[src/rtl/post_processing.sv]
// post_processing: final stage of the SRT floating-point divider.
// Normalizes the raw 24-bit quotient mantissa by a precomputed shift amount
// and direction, adjusts the biased exponent, applies zero / overflow /
// underflow handling and packs an IEEE-754 single-precision word.
//
// Build option (macro POST_PROC_OUT_REG_EN):
//   defined   : registered output, latency 1, async active-low reset.
//   undefined : purely combinational, latency 0; clk and rst are unused.
//
// Ports:
//   clk              system clock (rising edge)
//   rst              asynchronous reset, active low
//   in_valid         input operands valid this cycle
//   result[23:0]     unnormalized quotient mantissa
//   shift_nums[4:0]  normalization shift amount
//   right_shift      1 = shift right, 0 = shift left
//   resultsign       sign of the quotient
//   current_exponent biased exponent before normalization
//   out_valid        quotient valid
//   quotient[31:0]   packed result {sign, exponent, fraction}
module post_processing (
  input  logic        clk,
  input  logic        rst,
  input  logic        in_valid,
  input  logic [23:0] result,
  input  logic [4:0]  shift_nums,
  input  logic        right_shift,
  input  logic        resultsign,
  input  logic [7:0]  current_exponent,
  output logic        out_valid,
  output logic [31:0] quotient
);

  logic [23:0]       mant;
  logic signed [9:0] exp_adj;
  logic [31:0]       packed_word;

  // Mantissa shift and exponent adjustment. The exponent is computed in
  // 10-bit signed arithmetic so both overflow (>= 255) and underflow (<= 0)
  // remain visible before packing.
  always_comb begin
    mant    = '0;
    exp_adj = '0;
    if (right_shift) begin
      mant    = result >> shift_nums;
      exp_adj = $signed({2'b00, current_exponent}) + $signed({5'b00000, shift_nums});
    end else begin
      mant    = result << shift_nums;
      exp_adj = $signed({2'b00, current_exponent}) - $signed({5'b00000, shift_nums});
    end
  end

  // Packing in priority order: zero, infinity, flush-to-zero, normal.
  always_comb begin
    packed_word = '0;
    if (result == '0) begin
      packed_word = {resultsign, 8'h00, 23'h0};
    end else if (exp_adj >= 10'sd255) begin
      packed_word = {resultsign, 8'hFF, 23'h0};
    end else if (exp_adj <= 10'sd0) begin
      packed_word = {resultsign, 8'h00, 23'h0};
    end else begin
      packed_word = {resultsign, exp_adj[7:0], mant[22:0]};
    end
  end

`ifdef POST_PROC_OUT_REG_EN
  always_ff @(posedge clk or negedge rst) begin
    if (!rst) begin
      out_valid <= 1'b0;
      quotient  <= '0;
    end else begin
      out_valid <= in_valid;
      if (in_valid) begin
        quotient <= packed_word;
      end
    end
  end
`else
  logic unused_clk_rst;
  assign unused_clk_rst = &{1'b0, clk, rst};

  assign out_valid = in_valid;
  assign quotient  = packed_word;
`endif

endmodule

[config.mk]
export PLATFORM = sky130hd
export DESIGN_NAME = post_processing
export DESIGN_NICKNAME = d
export VERILOG_FILES = /design/src/rtl/post_processing.sv
export SDC_FILE = /design/constraint.sdc
export NUM_CORES = 1
export LEC_CHECK = 0
export CELL_PAD_IN_SITES_DETAIL_PLACEMENT = 2
export CELL_PAD_IN_SITES_GLOBAL_PLACEMENT = 2
export CORE_ASPECT_RATIO = 1.1
export CORE_MARGIN = 5
export CORE_UTILIZATION = 25
export DETAILED_ROUTE_END_ITERATION = 7
export GPL_TIMING_DRIVEN = 0
export MAX_ROUTING_LAYER = met4
export PLACE_DENSITY = 0.81
export SYNTH_ARGS = -nofsm -noshare
export SYNTH_HDL_FRONTEND = slang
export SYNTH_SLANG_ARGS = --single-unit
export TNS_END_PERCENT = 100
[constraint.sdc]
create_clock -name vclk -period 6.3
set_input_delay 1.26 -clock vclk [all_inputs]
set_output_delay 1.26 -clock vclk [all_outputs]
set_load 0.02 [all_outputs]
# == After elaboration in Yosys (flattened, before gate mapping) ==
# Cells that the tools add are included.
# classes
magnitude_cmp,2
n_div,0
reduce_logical,1
bitwise,0
muxes,5
shifts,2
eq_ne,0
n_mul,0
addsub,2
# op_table
cell,n
$mux W31,3
$logic_not A24 Y1,1
$shl A24 B5 Y23,1
$shr A24 B5 Y23,1
$mux W23,1
$ge A10 B9 Y1 const B,1
$le A10 B1 Y1 const B,1
$mux W10,1
$add A8 B5 Y9,1
$sub A8 B5 Y9,1
# word_totals
romBits,0
ff_bits,0
n_memories,0
elab_cells,12
latchBits,0
inputBits,42
out_inout_bits,33
mem_bits_rw,0

# == Longest topological paths before layout ==
# Gate-level depths: netlist (run 1).
# logic_depth
word_depth,6
depth_mapped,13
ltp_nobuf,11

# == Least setup slack after synthesis (run 1) ==
# No wires, ideal clock.
# synth_path
kind,input port to output port
from,input port shift_nums[1]
to,output port quotient[0]
path_buffers,3
setup_slack_ps,835
path_stages,12
required_ps,5040
arrival_time_ps,4205
path_cell_list,clkbuf_1 -> inv_1 -> buf_2 -> buf_2 -> fa_1 -> a21oi_1 -> o311ai_2 -> or4_1 -> and3_1 -> nand4bb_4 -> nor3_4 -> nor4_1
# synth_via
elab_chain_cells,6
word_cells_on_any_way,11
cone_classes,add/sub: 2; order compare: 2; shift: 2; mux: 5
# synth_rtl
item,line_no,text
from (decl),26,"input logic [4:0] shift_nums,"
$sub A8 B5 Y9 or $add A8 B5 Y9 (tied branches),"49, 46",
$mux W10,44,if (right_shift) begin
$le A10 B1 Y1,60,end else if (exp_adj <= 10'sd0) begin
$mux W31,60,
$mux W31 (*),58,end else if (exp_adj >= 10'sd255) begin
$mux W31 (*),56,if (result == '0) begin
to (decl),31,output logic [31:0] quotient
# Mark *: on every way between the ends. The rest lies on a longest branch, timed or not.

# == Worst setup path in the final report (run 1) ==
# layout_path
from,input port shift_nums[2]
to,output port quotient[18]
# Same word-level chain as after synthesis.

==> results of run 1 <==
-- worst paths after layout --
kind / startpoint / to / slack, ps / depth (start not counted)
setup / recovery: shift_nums[2] / quotient[18] / 170 / 14
hold / removal: in_valid / out_valid / 3150 / 2
-- cell families (layout without fill, tap and decap cells) --
| kind of cell | after synthesis | in the layout | share of synthesized area, % |
|---|---|---|---|
| simple gates | 181 | 181 | 29.3 |
| compound gates | 126 | 126 | 26.1 |
| mux | 67 | 67 | 28.9 |
| buf+inv | 50 | 121 | 8.63 |
| fa+ha+maj | 13 | 13 | 5.28 |
| xor+xnor | 5 | 5 | 1.75 |
-- stage by stage --
stage | power [uW] | hold WS [ps] | instances | TNS [ps] | util (%)
3_3_place_gp | 418 | 3150 | 673 | -12200 | 32.3
4_1_cts | 423 | 3150 | 673 | 0 | 32.3
6_report | 430 | 3150 | 674 | 0 | 32.7
5_1_grt | 459 | 3160 | 674 | 0 | 32.7
3_5_place_dp | 431 | 3150 | 673 | -14190 | 32.3
2_1_floorplan | 258 | 2630 | 442 | 0 | -
-- layout by cell type, fill, tap and decap left out, types with 6 or more instances in the layout --
cell type and n:
nand2_1 34, a31oi_1 9, o21ai_0 26, and3_1 10, inv_1 8, dlygate4sd2_1 23
a21oi_1 30, nand3_1 9, mux2_2 9, clkbuf_1 7, clkdlybuf4s50_1 46, mux4_2 22
nor2b_1 7, a22oi_1 6, nor3_2 8, buf_6 6, buf_2 10, buf_4 9
nor2_1 62, a211oi_1 6, o22ai_1 7, mux2i_1 35, ha_1 11, nor4_1 15
nor3_1 7
-- report_power, final --
part           internal (uW)  switching (uW)  total, uW
clock                      0               0          0
combinational            175             255        430
sequential                 0               0          0
total                    175             255        430
-- what timing repair did --
action	in CTS	in global routing
buffers inserted	2	1
pin swaps	1	2
cloned	1	0
setup endpoints to repair	29	23
resized for setup	32	8
-- layer usage --
metal	global-route usage [%]	routed length [um]
met1	28.6	7550
met2	33.8	7930
met3	1.93	798
met4	3.53	309
met5	-	0
-- layout make-up --
cell class | count | area [um^2]
fillers | 1533 | 8900
multi-input cells | 392 | 3100
repair buffers | 74 | 721
inverters | 10 | 42.5
well taps | 161 | 201
plain buffers | 37 | 250
==> metrics.yaml, run 1 <==
status: "complete, no violations"
seq_area_um2: 0
design.seq.count: 0
cp.buffers_inverters: 6
crit_family: "buffers and inverters"
nClkBuffers: 0
stdcell_area_um2: 4320
synthTopCellsByArea: "mux4_2, mux2i_1, nor2_1"
yosysTopAreaCell: "mux4_2"
drc: 0
grt_pass1_wl_mm: 26.3
syn-cell-area_um2: 3360
yosys-top-cells-count: "nor2_1, mux2i_1, nand2_1"
drt_iter0_drc: 203
critPathKind: "in2out"
max_cap_violations: 0
dp_slack_ps: -708
timing.final.ws_setup_ps: 167
cp_max_fo: 19
path_cells: "clkdlybuf4s50_1 > inv_1 > clkbuf_4 > ha_1 > buf_6 > nor2b_4 > a211o_1 > a21oi_2 > a22o_4 > xor2_1 > o31a_1 > buf_4 > and3_1 > dlygate4sd2_1"
vias_per_cell: 6.00
fin_crit_sh_pct: 97.3
start_util_pct: 25.5
crit_required_ps: 5040
dpl_cell_area_um2: 4270
core_area_um2: 13200
rsz0062_at_grt: "false"
tightest_slew_ps: 688
via_count: 4041
slew_violations: 0
layout-drive-gt1-share_pct: 17.5
grt_pass1_vias: 4365
synth_seq_area_share_pct: 0
hold_path.class: "in2out"
io_pins: 75
hpwl_mm: 13.8
critPathCaptureType: "output port"
area_growth_pct: 28.3
leakagePower_uw: 0.00172
cts_hold_buf: 0
routed_wl_mm: 16.6
die-area_um2: 15900
std_cell_rows: 44
layout.nets: 570
setup_viol: 0
slew-limit-headroom_pct: 54.1
vdd.ir_drop.worst_mv: 0.0300
die_w_um: 121
synth_cell_types: 73
grt_usage_pct: 20.8
synthCells: 442
synthDominantCellAreaShare_pct: 14.7
die_h_um: 132
routedWlPerCell_um: 24.6
yosysMostFrequentCell: "nor2_1"
max_freq_mhz: 163
worstPathArrival_ps: 4870
hold_violations: 0
grt_max_degree: 21
synth_warnings: 0
critPathLaunchType: "input port"
synth.avg_cell_area_um2: 7.61
power.density_nw_per_um2: 99.6
worst_path_max_delay_cell: "clkdlybuf4s50_1"
slowest_delay_ps: 590
numPortBuffers: 70
grt_antenna_before_repair: 0
syn-num-nets: 497
diodes: 0
dr.pass1.iters: 4
grt-ovfl-total: 0
gp_congestion: 0.981
drtAntennaViolNets: 0
min_period_ps: 6130
Power figures use the tool's default switching activity.
==> inputs of run 2 (changes only) <==
- SLEW_MARGIN: unset -> 25
==> results of run 2 <==
Same layout as run 1: the final DEF is identical, and so are final timing and power.
==> inputs of run 3 (changes only) <==
--- a/config.mk
+++ b/config.mk
@@ -11,3 +11,3 @@
 export CORE_MARGIN = 5
-export CORE_UTILIZATION = 25
+export CORE_UTILIZATION = 33
 export DETAILED_ROUTE_END_ITERATION = 7
@@ -15,3 +15,3 @@
 export MAX_ROUTING_LAYER = met4
-export PLACE_DENSITY = 0.81
+export PLACE_DENSITY = 0.95
 export SLEW_MARGIN = 25
==> constraint.sdc (replaced) <==
create_clock -name vclk -period 6.3
set_input_delay 0.63 -clock vclk [all_inputs]
set_output_delay 0.63 -clock vclk [all_outputs]
set_load 0.02 [all_outputs]
==> run 3 against run 2 <==
- final cell count decreased by 6.2%
- critical path depth unchanged
- sequential cell count unchanged
- total power increased by 2.6%
- utilization increased by 9.7 points
- via count increased by 3.3%
- non-clock buffer count decreased by 1
- count of clock-buffer cells in the layout unchanged
- sequential share of layout area unchanged
- die area decreased by 22%
- fmax increased by 3.9%
- final area decreased by 2.3%
- critical path type unchanged
==> metrics.yaml, run 3 (synthesized netlist as in run 1, its figures left out) <==
max_freq_mhz: 169  # was 163 MHz
switchingPower_uw: 259  # was 255 uW
leakagePower_uw: 0.00161  # was 0.00172 uW
p_comb_share_pct: 100.0  # about the same
fin_crit_sh_pct: 93.7  # was 97.3%
grt_max_degree: 12  # was 21
gp_congestion: 1.00  # was 0.981
layout.nets: 569  # was 570
drc: 0  # unchanged
grt_pass1_vias: 4504  # was 4,365
hold_path.class: "in2out"  # unchanged
drtAntennaViolNets: 0  # unchanged
swShare_pct: 58.8  # was 59.3%
critPathLaunchType: "input port"  # unchanged
setup_viol: 0  # unchanged
power.density_nw_per_um2: 105  # was 99.6 nW/um^2
critPathCaptureType: "output port"  # unchanged
grt_pass1_wl_mm: 26.5  # was 26.3 mm
critPathKind: "in2out"  # unchanged
hold_violations: 0  # unchanged
rsz0062_at_grt: "false"  # unchanged
use_met3_pct: 1.73  # was 1.93%
start_util_pct: 33.8  # was 25.5%
min_period_ps: 5900  # was 6130 ps
io_pins: 75  # unchanged
holdPathStages: 2  # unchanged
design.seq.count: 0  # unchanged
via_count: 4173  # was 4,041
vias_per_cell: 6.60  # was 6.00
drt_iter0_drc: 305  # was 203
cts_setup_buffers: 0  # was 2
diodes: 0  # unchanged
std_cell_rows: 38  # was 44
grt-ovfl-total: 0  # unchanged
vdd.ir_drop.worst_mv: 0.0387  # was 0.0300 mV
seq_power_share_pct: 0  # about the same
tightest_slew_ps: 695  # was 688 ps
die_w_um: 106  # was 121 um
crit_required_ps: 5670  # was 5040 ps
slew-limit-headroom_pct: 53.7  # was 54.1%
max_cap_violations: 0  # unchanged
top_usage_layer: "met2"  # unchanged
dp_slack_ps: 465  # was -708 ps
timing.final.ws_setup_ps: 398  # was 167 ps
use_met1_pct: 37.1  # was 28.6%
cts_hold_buf: 0  # unchanged
fin_tns_setup_ps: 0  # unchanged
grt_antenna_before_repair: 0  # unchanged
area_growth_pct: 25.3  # was 28.3%
nClkBuffers: 0  # unchanged
p_int_uw: 182  # was 175 uW
cts_resized: 0  # was 32
hpwl_mm: 14.2  # was 13.8 mm
grt_usage_pct: 28.3  # was 20.8%
holdWs_ps: 1890  # was 3150 ps
p_clk_share_pct: 0  # about the same
seq_area_um2: 0  # unchanged
nFillCells: 1174  # was 1,533
worstPathArrival_ps: 5270  # was 4870 ps
final_cell_mix: "clkdlybuf4s50_1, nor2_1, mux2i_1"  # was nor2_1, clkdlybuf4s50_1, mux2i_1
final_common_cell: "clkdlybuf4s50_1"  # was nor2_1
status: "complete, no violations"  # unchanged
die_h_um: 116  # was 132 um
routedWlPerCell_um: 27.1  # was 24.6 um
dr.pass1.iters: 5  # was 4
routed_wl_mm: 17.1  # was 16.6 mm
core_area_um2: 9940  # was 13,200 um^2
slew_violations: 0  # unchanged
use_met2_pct: 48.5  # was 33.8%
cp_max_fo: 10  # was 19
multiInputGateArea_um2: 3070  # was 3100 um^2
die-area_um2: 12300  # was 15,900 um^2
numPortBuffers: 70  # unchanged
layout-drive-gt1-share_pct: 15.6  # was 17.5%
==> run 3: cell count changes in the layout (fill, tap and decap cells not counted), moves of 2 or more <==
cell,delta
clkdlybuf4s50_1,+24
dlygate4sd2_1,-23
buf_4,-3
clkbuf_4,-2
buf_2,+2
clkbuf_1,+3
==> run 3: routing by layer <==
| layer | wire length [um] | share of wire [%] | vias up |
|---|---|---|---|
| met5 | 0 | 0 | - |
| met4 | 446 | 2.6 | 0 |
| met3 | 965 | 5.6 | 30 |
| met2 | 8280 | 48 | 183 |
| met1 | 7410 | 43 | 2107 |
| li1 | - | - | 1853 |
==> run 3: final cells by class <==
cell class	instances	area share, %
multi-input cells	392	72.9
repair buffers	70	16.6
plain buffers	40	6.00
well taps	120	3.56
inverters	10	0.891
==> run 3: worst paths after layout <==
| path | from | end | slack (ps) |
|---|---|---|---|
| max | shift_nums[4] | quotient[15] | 400 |
| min | in_valid | out_valid | 1890 |
==> run 3: critical path: stages <==
cell             delay (ps)
clkdlybuf4s50_1         480
clkbuf_1                400
inv_1                   260
clkbuf_1                350
ha_1                    530
inv_1                   180
o311ai_2                420
or4_1                   280
o21ai_2                 190
and2b_1                 310
o31ai_4                 130
buf_6                   190
nor4_4                  250
clkdlybuf4s50_1         650
==> run 3: per-stage QoR <==
| stage | area, um^2 | cells | total power (uW) | utilization [%] |
|---|---|---|---|---|
| after floorplan | 3360 | 442 | 258 | - |
| after global placement | 4210 | 632 | 416 | 42.4 |
| after detailed placement | 4210 | 632 | 432 | 42.4 |
| after CTS | 4210 | 632 | 434 | 42.4 |
| after global routing | 4210 | 632 | 466 | 42.4 |
| final | 4210 | 632 | 441 | 42.4 |
==> run 3: power by group through the flow <==
stage          sequential, uW  combinational (uW)  clock, uW
2_1_floorplan               0                 258          0
3_3_place_gp                0                 416          0
3_5_place_dp                0                 432          0
4_1_cts                     0                 434          0
5_1_grt                     0                 466          0
6_report                    0                 441          0
